## src/rtl/mem_pkg.sv

```systemverilog
// Shared encodings and the load lane-select/extension helper for the MEM stage.
package mem_pkg;

    localparam logic [2:0] LD_W  = 3'd0;
    localparam logic [2:0] LD_H  = 3'd1;
    localparam logic [2:0] LD_HU = 3'd2;
    localparam logic [2:0] LD_B  = 3'd3;
    localparam logic [2:0] LD_BU = 3'd4;
    localparam logic [2:0] LD_D  = 3'd5;
    localparam logic [2:0] LD_WU = 3'd6;

    typedef enum logic [1:0] {
        ST_EMPTY   = 2'd0,
        ST_WAIT    = 2'd1,
        ST_READY   = 2'd2,
        ST_DISCARD = 2'd3
    } ms_state_e;

    // Works on a 64-bit view; a 32-bit datapath zero-pads rdata and addr_lo[2]
    // and keeps the low half, which yields correct 32-bit sign extension.
    function automatic logic [63:0] lane_extend(input logic [63:0] rdata,
                                                input logic [2:0]  addr_lo,
                                                input logic [2:0]  ld_op);
        logic [2:0]  lane;
        logic [63:0] sh;
        case (ld_op)
            LD_H, LD_HU: lane = {addr_lo[2:1], 1'b0};
            LD_W, LD_WU: lane = {addr_lo[2], 2'b00};
            LD_D:        lane = 3'd0;
            default:     lane = addr_lo;
        endcase
        sh = rdata >> {lane, 3'b000};
        case (ld_op)
            LD_B:    lane_extend = {{56{sh[7]}},  sh[7:0]};
            LD_BU:   lane_extend = {56'd0,        sh[7:0]};
            LD_H:    lane_extend = {{48{sh[15]}}, sh[15:0]};
            LD_HU:   lane_extend = {48'd0,        sh[15:0]};
            LD_W:    lane_extend = {{32{sh[31]}}, sh[31:0]};
            LD_WU:   lane_extend = {32'd0,        sh[31:0]};
            default: lane_extend = rdata;
        endcase
    endfunction

endpackage

```

## src/rtl/load_extend.sv

```systemverilog
// Combinational lane select and sign/zero extension of load data.
module load_extend
    import mem_pkg::*;
#(
    parameter int XLEN   = 32,
    parameter int LANE_W = $clog2(XLEN / 8)
) (
    input  logic [XLEN-1:0]   rdata_i,
    input  logic [LANE_W-1:0] addr_lo_i,
    input  logic [2:0]        ld_op_i,
    output logic [XLEN-1:0]   data_o
);

    logic [63:0] rd64;
    logic [63:0] ext64;
    logic [2:0]  a3;

    assign rd64   = 64'(rdata_i);
    assign a3     = 3'(addr_lo_i);
    assign ext64  = lane_extend(rd64, a3, ld_op_i);
    assign data_o = ext64[XLEN-1:0];

endmodule

```

## src/rtl/mem_stage_ws.sv

```systemverilog
// MEM pipeline stage: split-transaction data SRAM, WB back-pressure, flush of
// outstanding loads, and load data extension.
module mem_stage_ws
    import mem_pkg::*;
#(
    parameter int XLEN = 32,
    parameter int PC_W = 32,
    parameter int RA_W = 5
) (
    input  logic            clk,
    input  logic            reset,
    input  logic            es_to_ms_valid,
    output logic            ms_allowin,
    input  logic [PC_W-1:0] es_pc,
    input  logic            es_res_from_mem,
    input  logic            es_mem_req,
    input  logic            es_rf_we,
    input  logic [RA_W-1:0] es_rf_waddr,
    input  logic [XLEN-1:0] es_alu_result,
    input  logic [2:0]      es_ld_op,
    input  logic            data_sram_data_ok,
    input  logic [XLEN-1:0] data_sram_rdata,
    input  logic            ms_flush,
    input  logic            ws_allowin,
    output logic            ms_to_ws_valid,
    output logic [PC_W-1:0] ms_pc,
    output logic            ms_rf_we,
    output logic [RA_W-1:0] ms_rf_waddr,
    output logic [XLEN-1:0] ms_rf_wdata,
    output logic            ms_fwd_blocked
);

    localparam int LANE_W = $clog2(XLEN / 8);

    ms_state_e       state_q, state_d;
    logic [PC_W-1:0] pc_q;
    logic            res_from_mem_q;
    logic            we_q;
    logic [RA_W-1:0] waddr_q;
    logic [XLEN-1:0] alu_q;
    logic [2:0]      ld_op_q;
    logic [XLEN-1:0] rdata_buf_q;
    logic [XLEN-1:0] ext_data;
    logic            accept;

    assign ms_allowin     = (state_q == ST_EMPTY) | ((state_q == ST_READY) & ws_allowin);
    assign accept         = es_to_ms_valid & ms_allowin & ~ms_flush;
    assign ms_to_ws_valid = (state_q == ST_READY);
    assign ms_fwd_blocked = (state_q == ST_WAIT);
    assign ms_pc          = pc_q;
    assign ms_rf_we       = we_q & ms_to_ws_valid;
    assign ms_rf_waddr    = waddr_q;
    assign ms_rf_wdata    = res_from_mem_q ? ext_data : alu_q;

    load_extend #(.XLEN(XLEN)) u_ext (
        .rdata_i   (rdata_buf_q),
        .addr_lo_i (alu_q[LANE_W-1:0]),
        .ld_op_i   (ld_op_q),
        .data_o    (ext_data)
    );

    // Next state: flush beats accept; stray responses outside WAIT/DISCARD are ignored.
    always_comb begin
        state_d = state_q;
        case (state_q)
            ST_EMPTY: begin
                if (accept) state_d = es_mem_req ? ST_WAIT : ST_READY;
            end
            ST_WAIT: begin
                if (ms_flush)               state_d = data_sram_data_ok ? ST_EMPTY : ST_DISCARD;
                else if (data_sram_data_ok) state_d = ST_READY;
            end
            ST_READY: begin
                if (ms_flush)        state_d = ST_EMPTY;
                else if (accept)     state_d = es_mem_req ? ST_WAIT : ST_READY;
                else if (ws_allowin) state_d = ST_EMPTY;
            end
            ST_DISCARD: begin
                if (data_sram_data_ok) state_d = ST_EMPTY;
            end
            default: state_d = ST_EMPTY;
        endcase
    end

    // State register.
    always_ff @(posedge clk or posedge reset) begin
        if (reset) state_q <= ST_EMPTY;
        else       state_q <= state_d;
    end

    // Latch the EX instruction fields on accept.
    always_ff @(posedge clk or posedge reset) begin
        if (reset) begin
            pc_q           <= '0;
            res_from_mem_q <= 1'b0;
            we_q           <= 1'b0;
            waddr_q        <= '0;
            alu_q          <= '0;
            ld_op_q        <= LD_W;
        end else if (accept) begin
            pc_q           <= es_pc;
            res_from_mem_q <= es_res_from_mem;
            we_q           <= es_rf_we;
            waddr_q        <= es_rf_waddr;
            alu_q          <= es_alu_result;
            ld_op_q        <= es_ld_op;
        end
    end

    // Capture the load response only when it will be consumed (WAIT, not flushed).
    always_ff @(posedge clk or posedge reset) begin
        if (reset)                                                    rdata_buf_q <= '0;
        else if ((state_q == ST_WAIT) & data_sram_data_ok & ~ms_flush) rdata_buf_q <= data_sram_rdata;
    end

endmodule

```

## config.mk

```make
export PLATFORM = sky130hd
export DESIGN_NAME = mem_stage_ws
export DESIGN_NICKNAME = d
export VERILOG_FILES = /design/src/rtl/mem_pkg.sv /design/src/rtl/load_extend.sv /design/src/rtl/mem_stage_ws.sv
export SDC_FILE = /design/constraint.sdc
export NUM_CORES = 1
export LEC_CHECK = 0
export ABC_AREA = 1
export CORE_ASPECT_RATIO = 1.25
export CORE_MARGIN = 2
export CORE_UTILIZATION = 30
export DETAILED_ROUTE_END_ITERATION = 12
export DONT_BUFFER_PORTS = 1
export PLACE_DENSITY = 0.5
export SYNTH_ARGS = -nofsm -noshare
export SYNTH_HDL_FRONTEND = slang
export SYNTH_HIERARCHICAL = 1
export SYNTH_SLANG_ARGS = --single-unit
```

## constraint.sdc

```tcl
create_clock -name clk -period 4 [get_ports clk]
set_clock_uncertainty 0.15 [all_clocks]
set_input_delay 1 -clock clk [delete_from_list [all_inputs] [get_ports clk]]
set_output_delay 1 -clock clk [all_outputs]
set_load 0.02 [all_outputs]
```

Word-level counts from Yosys, hierarchy flattened. Index checks and enable logic that the tools add are counted.

Output and inout bits: 73. Flip-flop bits (word level): 108. Word-level logic and storage cells: 48. Input bits: 113.

Eq/ne operators: 13. Shift operators: 1. Reduce and logical (&&, ||, !) cells: 5. Mux-type cells: 13. Bitwise logic cells: 8.

Operators with widths (number): case mux 32 bit (6 select lines) (1); 2-to-1 mux 32 bit (1); >> shifter 32 x 5 -> 32 bit (1); 2-to-1 mux 2 bit (9); == test 3 bit, second input constant (3); case mux 2 bit (4 select lines) (1); AND 1 bit (6); == test 3 x 2 -> 1 bit, second input constant (2); == test 2 bit, second input constant (2); != test 2 bit, second input constant (2); != test 4 x 3 -> 1 bit, second input constant (1); case mux 2 bit (2 select lines) (1); AND reduction 4 bit (1); == test 3 x 1 -> 1 bit, second input constant (1); logical NOT 3 bit (1); != test 3 bit, second input constant (1); OR reduction 3 bit (1); == test 2 x 1 -> 1 bit, second input constant (1); logical NOT 2 bit (1); OR reduction 2 bit (1); NOT 1 bit (1); bitwise OR 1 bit (1).

Logic depth before layout (Yosys ltp). Gate-level depths: netlist (run 1).

Word-level depth: 8. Depth in mapped cells: 12. Mapped depth without buffers: 11.

Cells and area by module. The synthesis (run 1) kept the hierarchy.

By module, submodules not included: mem_stage_ws (times used 1, cells an instance 560, sequential area each 2702.6 µm², area an instance 4635.7 µm²); load_extend (times used 1, cells an instance 211, sequential area each 0.0 µm², area an instance 1064.8 µm²).

Least setup slack after synthesis (run 1). Ideal clock, no wire load.

Path kind: input port to output port. Start: input ws_allowin. End: output ms_allowin. Path buffers: 1. Required time: 2.850 ns. Arrival time: 1.664 ns. Cell stages on the path: 3. Slack: 1.186 ns. Path through: inv_1 > a21oi_4 > clkbuf_1.

Word-level cells in the longest chain between the ends: 2.

Ends and longest elaborated chain: start, declared (RTL line mem_stage_ws.sv:24) `input logic ws_allowin,`; AND 1 bit (RTL line mem_stage_ws.sv:46) `assign ms_allowin = (state_q == ST_EMPTY) | ((state_q == ST_READY) & ws_allowin);`; bitwise OR 1 bit (RTL line mem_stage_ws.sv:46); end, declared (RTL line mem_stage_ws.sv:13) `output logic ms_allowin,`.

Every way passes these cells.

Worst setup path in the final report (run 1).
Start: register ld_op_q[1]. End: output ms_rf_wdata[20].

Word-level cells in the longest chain between the ends: 6. Elaborated cells on any way between the ends: 13. Classes of those cells: eq/ne: 6; shift: 1; mux: 3; reduce/logical: 3.

Ends and longest elaborated chain: start, declared (RTL line mem_stage_ws.sv:41) `logic [2:0] ld_op_q;`; start signal, assigned (RTL line mem_stage_ws.sv:106) `ld_op_q <= es_ld_op;`; == test 3 bit, or another cell as far along (RTL line mem_pkg.sv:26) `case (ld_op)`; OR reduction 3 bit (no source line) or OR reduction 2 bit (tied branches); case mux 2 bit (2 select lines) (RTL line mem_pkg.sv:26); >> shifter 32 x 5 -> 32 bit (RTL line mem_pkg.sv:32) `sh = rdata >> {lane, 3'b000};`; case mux 32 bit (6 select lines) (*) (RTL line mem_pkg.sv:33) `case (ld_op)`; named net ext_data[20] (RTL line mem_stage_ws.sv:43) `logic [XLEN-1:0] ext_data;`; 2-to-1 mux 32 bit (*) (RTL line mem_stage_ws.sv:53) `assign ms_rf_wdata = res_from_mem_q ? ext_data : alu_q;`; end, declared (RTL line mem_stage_ws.sv:29) `output logic [XLEN-1:0] ms_rf_wdata,`.

The timed path passes the listed nets; every way through them passes the cells marked *.

==> key figures, run 1 <==
Outcome
  • Status: finished, final reports clean

Finish
  • Share of cells above drive strength 1: 5.87%
  • Area growth syn-to-layout: 8.19%
  • Non-filler instance count after layout: 982
  • Fin area: 6170 um^2
  • Diodes inserted: 0
  • Net count, final: 858

GRT
  • Grt met2 use: 28.8%
  • GRT busiest layer: met2
  • Global routing usage on met1: 19.4%
  • GRT Util Overall: 16.8%
  • Vias in the first global route: 4738
  • Initial antenna violation count: 0
  • Largest net degree at the start of global routing: 66
  • First-pass GRT wire length: 25.9 mm
  • Total gr overflow: 0
  • Met3 Track Usage GR: 6.18%

Critical path
  • Worst Path Max Fanout: 24
  • Critical path arrival: 2.53 ns
  • Critical path class: register to output pin
  • Worst EP required: 2.85 ns
  • Startpoint Class: register
  • Crit end category: output pin

Clock tree
  • Clock root buffer: clkbuf_16
  • Clock latency on the worst-skew pair: 0.35 ns
  • H-Tree Depth: 3
  • Postcts setup bufs: 0
  • TritonCTS Buffers: 9
  • Post-CTS sizing: 0
  • Clock transition at path regs: 0.08 ns
  • Sink Count: 108
  • Cts hold-fix bufs: 0
  • Clock buffer depth: 2
  • CTS tree: done

Power
  • Combinational group share of total power: 46.0%
  • Sw Share: 52.1%
  • Switching power: 3.21 mW
  • Power share of the clock group: 14.9%
  • Pwr dens: 999 nW/um^2
  • Reg power frac: 39.1%
  • LEAKAGE: 3.13 nW
  • Total internal power: 2.95 mW
  • Max rail drop VDD: 0.000306 V

Detailed routing
  • Total wire length: 16.8 mm
  • Antenna Nets Post-Route: 0
  • DRT iter0 DRCs: 229
  • Routed length per instance: 17.1 um
  • DRT Pass-1 Iters: 4
  • Vias per cell: 4.88
  • DRC violations left: 0
  • Via count: 4797

Placed design
  • Dpl cells: 966
  • I/O Buffers: 0
  • RD Place Congestion: 0.871
  • Placed inst area: 5860 um^2
  • Final HPWL DP: 12.5 mm

Logic synthesis
  • Mapped Area: 5700 um^2
  • Synth Area in Compound Gates: 12.4%
  • Average cell area after synthesis: 7.39 um^2
  • Flops & latches, synth: 108
  • Xor and xnor fraction of the mapped netlist area: 0%
  • Most used DFF post-synth: dfrtp_1
  • Syn Inst Count: 771
  • Synth Area in Simple Gates: 30.2%
  • Largest family of logic cells by synthesized area: simple AND/OR/NAND/NOR gates
  • Async S/R FF share, synth: 100%
  • YS warnings: 6
  • Seq/Total Area, Yosys: 47.4%
  • Adder-Cell Fraction of Synth Area: 0%
  • Mux cell area share after synthesis: 0%
  • Synth unique cells: 24
  • EDFF count, synth: 0
  • Syn Nets: 884

STA
  • Max Slew Vio Count: 0
  • RSZ-0062 raised after global routing: false
  • Slew headroom: 31.3%
  • Setup violators final: 0
  • Fmax: 0.271 GHz
  • Final Hold Fails: 0
  • Setup TNS Final: 0 ns
  • Final Critical Period: 3.68 ns
  • Final period util: 92.1%
  • Worst hold slack: 0.348 ns
  • Slew @ Worst Pin: 1.03 ns

Hold path
  • Min-delay worst type: register to register

Floorplanning
  • Io pins: 186
  • Placeable Area: 18700 um^2
  • Starting Density: 30.5%
  • Die Span Y: 158 um
  • Die area: 20100 um^2
  • Row count: 56
  • Die X: 127 um

Job
  • MaxCap Viol Count: 0
stage by stage:
stage	utilization [%]	setup slack (ns)	power [mW]
floorplan	-	0.00440	4.60
global placement	31.3	0.633	5.27
detailed placement	31.3	0.577	5.29
CTS	32.9	0.177	6.23
global route	33.0	0.0731	6.70
finish	33.0	0.316	6.16
cell usage in the layout (no fill, tap or decap), types with 3 or more instances in the layout:
| master | instances |
|---|---|
| a21oi_1 | 40 |
| buf_4 | 8 |
| clkbuf_16 | 9 |
| dfrtp_1 | 107 |
| inv_1 | 83 |
| inv_6 | 4 |
| nand2_1 | 233 |
| nand3_1 | 76 |
| nand3_2 | 5 |
| nand4_1 | 20 |
| nor2_1 | 55 |
| nor2_4 | 3 |
| o211ai_1 | 7 |
| o21a_1 | 7 |
| o21ai_0 | 72 |
| o21ai_1 | 3 |
registers in the layout, summed over array words and instances, names as in the netlist:
| register | cells |
|---|---|
| state_q | 2 |
| alu_q | 32 |
| ms_pc | 32 |
| ld_op_q | 3 |
| res_from_mem_q | 1 |
| rdata_buf_q | 32 |
| ms_rf_waddr | 5 |
| we_q | 1 |
cell families after synthesis:
kind of cell / count (synthesis)
simple gates: 398
buf+inv: 134
flops: 108
compound gates: 131
power by group through the flow:
stage | Sequential, mW | Clock [mW] | Combinational (mW)
floorplan | 2.16 | 0 | 2.44
global placement | 2.43 | 0 | 2.83
detailed placement | 2.42 | 0 | 2.86
CTS | 2.41 | 0.958 | 2.86
global route | 2.49 | 1.01 | 3.20
finish | 2.41 | 0.918 | 2.84
metal layers:
metal | share of wire, % | wire length [um]
met3 | 8.6 | 1450
met1 | 41 | 6860
met5 | 0 | 0
met4 | 1.7 | 289
met2 | 49 | 8210
cell usage after synthesis (2+ instances only):
master	n	area [um^2]
buf_2	8	40.0
o21a_1	7	52.6
nor2_1	56	210
buf_6	4	45.0
o21ai_1	3	15.0
o211ai_1	7	52.6
nand4_1	20	125
buf_4	8	60.1
nand2_2	3	18.8
nand2_1	233	875
clkbuf_1	27	101
nand3_1	76	380
nand3_2	6	60.1
o21ai_0	72	360
nor2_4	2	22.5
inv_1	84	315
inv_2	2	7.51
dfrtp_1	108	2700
a21oi_1	40	200
final timing paths:
path | from | endpoint | slack [ns] | cells after the start
max | ld_op_q[1] | ms_rf_wdata[20] | 0.32 | 10
min | rdata_buf_q[4] | rdata_buf_q[4] | 0.35 | 2
max reg2reg | state_q[1] | alu_q[19] | 1.77 | 5
min reg2reg | rdata_buf_q[4] | rdata_buf_q[4] | 0.35 | 2
max in group asynchronous | reset | rdata_buf_q[10] | 2.53 | 2
min in group asynchronous | reset | alu_q[2] | 0.44 | 1
layout make-up:
type	count	area [um^2]
Tap cell	232	290
Timing Repair Buffer	10	100
Fill cell	2028	12500
Clock inverter	6	70.1
Clock buffer	10	229
Multi-Input combinational cell	529	2440
Sequential cell	108	2700
Inverter	87	329
critical path, cell delays in order (launching register included):
cell and delay (ns):
dfrtp_1 0.40, inv_1 0.12, nand2_1 0.09, nand2_2 0.10, nand3_2 0.26, nand2_1 0.15, nand3_1 0.15, nand3_4 0.28
nand4_1 0.19, nand2_1 0.14, o21ai_0 0.28
Note: power is estimated with default switching activity, not from simulation.
==> run 2: changes to the inputs <==
CTS_CLUSTER_DIAMETER = 40   (was not set)
GPL_TIMING_DRIVEN = 0   (was not set)
==> run 2 against run 1 <==
- register-to-register slack gained 0.36 ns
- non-clock buffer count grew 38
- clock power shrank 2%
- core utilization grew 0.73 points
- worst setup slack gained 0.010 ns
- routed wire length grew 7.6%
- fmax grew 0.28%
- flip-flop and latch count is the same
- total power grew 2.2%
==> key figures, run 2 (synthesis results as in run 1) <==
Clock tree
  • Clock latency on the worst-skew pair: 0.35 ns (about the same)
  • Sink Count: 108 (unchanged)
  • Clock buffer depth: 2 (unchanged)
  • Clock transition at path regs: 0.07 ns (about the same)
  • Cts hold-fix bufs: 0 (unchanged)
  • CTS tree: done
  • Postcts setup bufs: 0 (unchanged)
  • H-Tree Depth: 3 (unchanged)
  • Clock root buffer: clkbuf_16
  • Post-CTS sizing: 0 (unchanged)
  • TritonCTS Buffers: 9 (unchanged)

Detailed routing
  • Routed length per instance: 17.8 um (+3.8%)
  • Via count: 5039 (+5.0%)
  • DRT iter0 DRCs: 220 (-3.9%)
  • Vias per cell: 4.95 (+1.3%)
  • Antenna Nets Post-Route: 0 (unchanged)
  • DRT Pass-1 Iters: 5 (+1)
  • Total wire length: 18.1 mm (+7.6%)
  • DRC violations left: 0 (unchanged)

Critical path
  • Worst path cell trace: buf_2, nand2_1, nand2_2, nand3_2, inv_2, buf_6, o21ai_0, nand2_1, a21oi_1, nand2_1, o21ai_0
  • Crit end category: output pin
  • Worst EP required: 2.85 ns (about the same)
  • Startpoint Class: register
  • Worst path slowest cell: dfrtp_1
  • Worst Path Max Fanout: 10 (-58%)
  • Critical path class: register to output pin
  • CP bufs+invs: 3 (+2)
  • Crit Reg-Reg Startpoint: state_q[1]
  • CP delay by family, top: compound AO/OA/AOI/OAI gates
  • Worst setup path startpoint: ld_op_q[2]
  • Most frequent CP cell: nand2_1
  • Critical path arrival: 2.52 ns (about the same)
  • CP max stage delay: 0.41 ns (about the same)

Finish
  • Share of cells above drive strength 1: 6.36% (+0.49 points)
  • Most frequent cells in the layout: nand2_1 (233), dfrtp_1 (108), inv_1 (83), nand3_1 (76), o21ai_0 (72)
  • Diodes inserted: 0 (unchanged)
  • Non-filler instance count after layout: 1018 (+3.7%)
  • Net count, final: 896 (+4.4%)
  • Area growth syn-to-layout: 10.6%
  • Most common cell after layout, fill and taps aside: nand2_1
  • Fillers: 2015 (-0.64%)

STA
  • Final period util: 91.9% (-0.26 points)
  • Max Slew Vio Count: 0 (unchanged)
  • Final Critical Period: 3.67 ns (-0.0102 ns)
  • Fmax: 0.272 GHz (+0.28%)
  • Final Hold Fails: 0 (unchanged)
  • Final worst slack: 0.326 ns (+0.0102 ns)
  • Setup violators final: 0 (unchanged)
  • RSZ-0062 raised after global routing: false
  • Slew headroom: 43.0% (+12 points)
  • Slew @ Worst Pin: 0.847 ns (-0.184 ns)

Power
  • Pwr dens: 999 nW/um^2 (about the same)
  • LEAKAGE: 3.19 nW (+1.8%)
  • Combinational group share of total power: 49.0% (+3.0 points)
  • Sw Share: 51.8% (-0.29 points)
  • Reg power frac: 36.8% (-2.3 points)
  • Max rail drop VDD: 0.000355 V (+16%)
  • Power share of the clock group: 14.3% (-0.6 points)
  • Total internal power: 3.04 mW (+2.9%)
  • Switching power: 3.26 mW (+1.7%)

GRT
  • Vias in the first global route: 5179 (+9.3%)
  • Largest net degree at the start of global routing: 70 (+6.1%)
  • Initial antenna violation count: 0 (unchanged)
  • GRT Util Overall: 18.4% (+1.6 points)
  • First-pass GRT wire length: 28.1 mm (+8.5%)
  • Total gr overflow: 0 (unchanged)

Job
  • MaxCap Viol Count: 0 (unchanged)

Placed design
  • Final HPWL DP: 14.0 mm (+12%)
  • Worst slack, placed: 0.681 ns (+0.104 ns)
  • Dpl cells: 1004 (+3.9%)
  • I/O Buffers: 0 (unchanged)
  • RD Place Congestion: 0.901 (+3.4%)

Floorplanning
  • Die X: 127 um (unchanged)
  • Placeable Area: 18700 um^2 (unchanged)
  • Row count: 56 (unchanged)
  • Die area: 20100 um^2 (unchanged)
  • Io pins: 186 (unchanged)
  • Die Span Y: 158 um (unchanged)
  • Starting Density: 30.5% (unchanged)

Hold path
  • Min-delay worst type: input pin to async pin

Outcome
  • Status: finished, final reports clean
[run 2: cell types whose count changed in the layout (fill, tap and decap cells not counted), moves of 2 or more]
cell	delta
buf_12	-2
clkbuf_1	+28
buf_6	+4
buf_2	+8
[run 2: worst paths after layout]
check,endpoint,slack (ns),depth (start not counted)
hold / removal,alu_q[4],0.35,1
hold reg to reg,rdata_buf_q[4],0.35,2
setup / recovery,ms_rf_wdata[0],0.33,11
max in group asynchronous,alu_q[22],2.67,2
min in group clk,rdata_buf_q[4],0.35,2
setup reg to reg,ld_op_q[1],2.13,4
[run 2: final cells by class]
| class | count | area (um^2) | area share (%) |
|---|---|---|---|
| buffer | 47 | 246 | 3.91 |
| clock buffer | 11 | 233 | 3.69 |
| clock inverter | 3 | 47.5 | 0.754 |
| inverter | 87 | 332 | 5.26 |
| multi-input combinational | 529 | 2420 | 38.5 |
| sequential | 108 | 2700 | 42.9 |
| tap | 232 | 290 | 4.60 |
| timing repair buffer | 1 | 27.5 | 0.437 |
[run 2: per-stage QoR]
step	hold WS (ns)	utilization, %	total power, mW	TNS, ns	instance area, um^2
after CTS	0.346	33.7	6.37	0	6300
after global placement	0.327	32.0	5.42	-158.59	5990
after detailed placement	0.332	32.2	5.46	0	6020
after global routing	0.364	33.7	6.84	0	6300
after floorplan	0.287	-	4.60	0	5700
final	0.347	33.7	6.30	0	6300
[run 2: metal layers]
layer / track usage (%) / share of wire (%) / vias to the layer above
met5: 0 / 0 / -
met4: 6.65 / 2.4 / 0
met3: 6.29 / 7.6 / 23
met2: 31.8 / 49 / 163
met1: 21.2 / 41 / 2368
li1: - / - / 2485
[run 2: power groups by stage]
| stage | clock network [mW] | registers, mW | logic (mW) |
|---|---|---|---|
| finish | 0.899 | 2.32 | 3.08 |
| global route | 0.973 | 2.39 | 3.47 |
| CTS | 0.928 | 2.32 | 3.12 |
| detailed placement | 0 | 2.33 | 3.12 |
| global placement | 0 | 2.34 | 3.08 |
| floorplan | 0 | 2.16 | 2.44 |
==> run 3: changes to the inputs <==
CORE_MARGIN = not set   (was 2)
==> run 3 against run 2 <==
- the run now ends with DRC left
- final area increased by 0.58%
- final cell count increased by 0.20%
- total power increased by 1.0%
- critical path depth decreased by 3
- core utilization increased by 0.19 points
- non-clock buffer count unchanged
- via count about the same
==> key figures, run 3 (synthesis results as in run 1) <==
Outcome
  • Status: finished with violations
  • Failing checks: DRC

Detailed routing
  • DRT Pass-1 Iters: 8 (+3)
  • Total wire length: 18.0 mm (-0.24%)
  • Routed length per instance: 17.7 um (-0.43%)
  • Vias per cell: 4.94 (-0.28%)
  • Antenna Nets Post-Route: 0 (unchanged)
  • Via count: 5035 (-0.079%)
  • DRC violations left: 6 (+6)
  • DRT iter0 DRCs: 234 (+6.4%)

Power
  • LEAKAGE: 3.20 nW (+0.52%)
  • Pwr dens: 1000 nW/um^2 (+0.47%)
  • Max rail drop VDD: 0.000327 V (-7.9%)

GRT
  • Largest net degree at the start of global routing: 66 (-5.7%)
  • Initial antenna violation count: 0 (unchanged)
  • Vias in the first global route: 5168 (-0.21%)
  • First-pass GRT wire length: 28.0 mm (-0.42%)
  • Total gr overflow: 0 (unchanged)
  • GRT Util Overall: 19.0% (+0.56 points)

Placed design
  • Final HPWL DP: 13.9 mm (-0.63%)
  • I/O Buffers: 0 (unchanged)
  • Dpl cells: 1004 (unchanged)
  • RD Place Congestion: 0.860 (-4.6%)

STA
  • Final Critical Period: 3.70 ns (+0.0219 ns)
  • Max Slew Vio Count: 0 (unchanged)
  • Slew headroom: 42.5% (-0.43 points)
  • Final Hold Fails: 0 (unchanged)
  • Setup violators final: 0 (unchanged)
  • RSZ-0062 raised after global routing: false
  • Fmax: 0.271 GHz (-0.59%)
  • Setup TNS Final: 0 ns (unchanged)
  • Slew @ Worst Pin: 0.853 ns (+0.00637 ns)
  • Final period util: 92.4% (+0.55 points)

Finish
  • Diodes inserted: 0 (unchanged)
  • Non-filler instance count after layout: 1020 (+0.20%)
  • Area growth syn-to-layout: 11.2%
  • Most frequent cells in the layout: nand2_1 (233), dfrtp_1 (108), inv_1 (83), nand3_1 (76), o21ai_0 (72)
  • Most common cell after layout, fill and taps aside: nand2_1
  • Share of cells above drive strength 1: 6.85% (+0.49 points)
  • Net count, final: 896 (unchanged)
  • Fillers: 2022 (+0.35%)

Critical path
  • Critical path arrival: 2.55 ns (+0.03 ns)
  • CP delay by family, top: compound AO/OA/AOI/OAI gates
  • Worst path slowest cell: dfrtp_1
  • CP bufs+invs: 2 (-1)
  • Startpoint Class: register
  • Worst EP required: 2.85 ns (about the same)
  • Crit end category: output pin
  • Worst Path Max Fanout: 9 (-1)
  • Critical path class: register to output pin
  • Most frequent CP cell: nand2_1
  • Worst path cell trace: buf_2, nand2_1, clkinv_1, a21oi_2, nor2_1, a21oi_1, nand2_1, o21ai_0
  • CP max stage delay: 0.42 ns (about the same)

Floorplanning
  • Die Span Y: 156 um (-1.3%)
  • Starting Density: 30.5% (unchanged)
  • Die X: 125 um (-1.6%)
  • Row count: 56 (unchanged)
  • Die area: 19600 um^2 (-2.8%)
  • Io pins: 186 (unchanged)
  • Placeable Area: 18700 um^2 (unchanged)

Clock tree
  • CTS tree: done
  • Clock buffer depth: 2 (unchanged)
  • Cts hold-fix bufs: 0 (unchanged)
  • Clock transition at path regs: 0.08 ns (about the same)
  • Clock root buffer: clkbuf_16
  • Clock latency on the worst-skew pair: 0.35 ns (about the same)
  • Postcts setup bufs: 0 (unchanged)
  • Sink Count: 108 (unchanged)
  • Post-CTS sizing: 0 (unchanged)
  • TritonCTS Buffers: 9 (unchanged)
  • H-Tree Depth: 3 (unchanged)

Job
  • MaxCap Viol Count: 0 (unchanged)

Hold path
  • Min-delay worst type: register to register
==> run 3: worst min-delay path, stage by stage (launching register included) <==
cell     delay, ns
dfrtp_1       0.35
nand2_1       0.05
o21ai_0       0.06
==> run 3: area by class of cell <==
cell class / count / area [um^2] / area share [%]
sequential: 108 / 2700 / 42.6
multi-input combinational: 529 / 2420 / 38.2
inverter: 87 / 332 / 5.23
tap: 232 / 290 / 4.58
clock buffer: 11 / 253 / 3.99
buffer: 47 / 246 / 3.89
clock inverter: 5 / 63.8 / 1.01
timing repair buffer: 1 / 27.5 / 0.434
==> run 3: where the power goes <==
part           internal, mW  switching (mW)  leakage, nW  total, mW
Combinational         0.924            2.15         1.75       3.08
Sequential             1.63           0.694         1.30       2.32
Clock                 0.528           0.437        0.153      0.965
==> run 3: per-layer routing <==
layer,GRT usage (%),up-vias,share of wire (%)
li1,-,2485,-
met1,20.6,2354,39
met2,33.8,172,51
met3,6.79,24,7.8
met4,7.08,0,2.4
met5,0,-,0
==> run 3: final timing paths <==
kind	start	to	slack, ns	depth (start not counted)
max	ld_op_q[2]	ms_rf_wdata[0]	0.30	8
min	rdata_buf_q[5]	rdata_buf_q[5]	0.35	2
max reg2reg	state_q[1]	ms_pc[11]	2.11	6
min reg2reg	rdata_buf_q[5]	rdata_buf_q[5]	0.35	2
max in group asynchronous	reset	alu_q[20]	2.65	2
min in group asynchronous	reset	ms_rf_waddr[3]	0.36	1
==> run 3: per-stage QoR <==
stage | hold slack [ns] | area, um^2 | power [mW] | setup slack [ns] | utilization, %
CTS | 0.352 | 6340 | 6.43 | 0.257 | 33.9
global route | 0.371 | 6340 | 6.91 | 0.0882 | 33.9
global placement | 0.324 | 5990 | 5.41 | -1.41 | 32.0
finish | 0.352 | 6340 | 6.36 | 0.304 | 33.9
detailed placement | 0.333 | 6020 | 5.44 | 0.668 | 32.2
floorplan | 0.287 | 5700 | 4.60 | 0.00440 | -
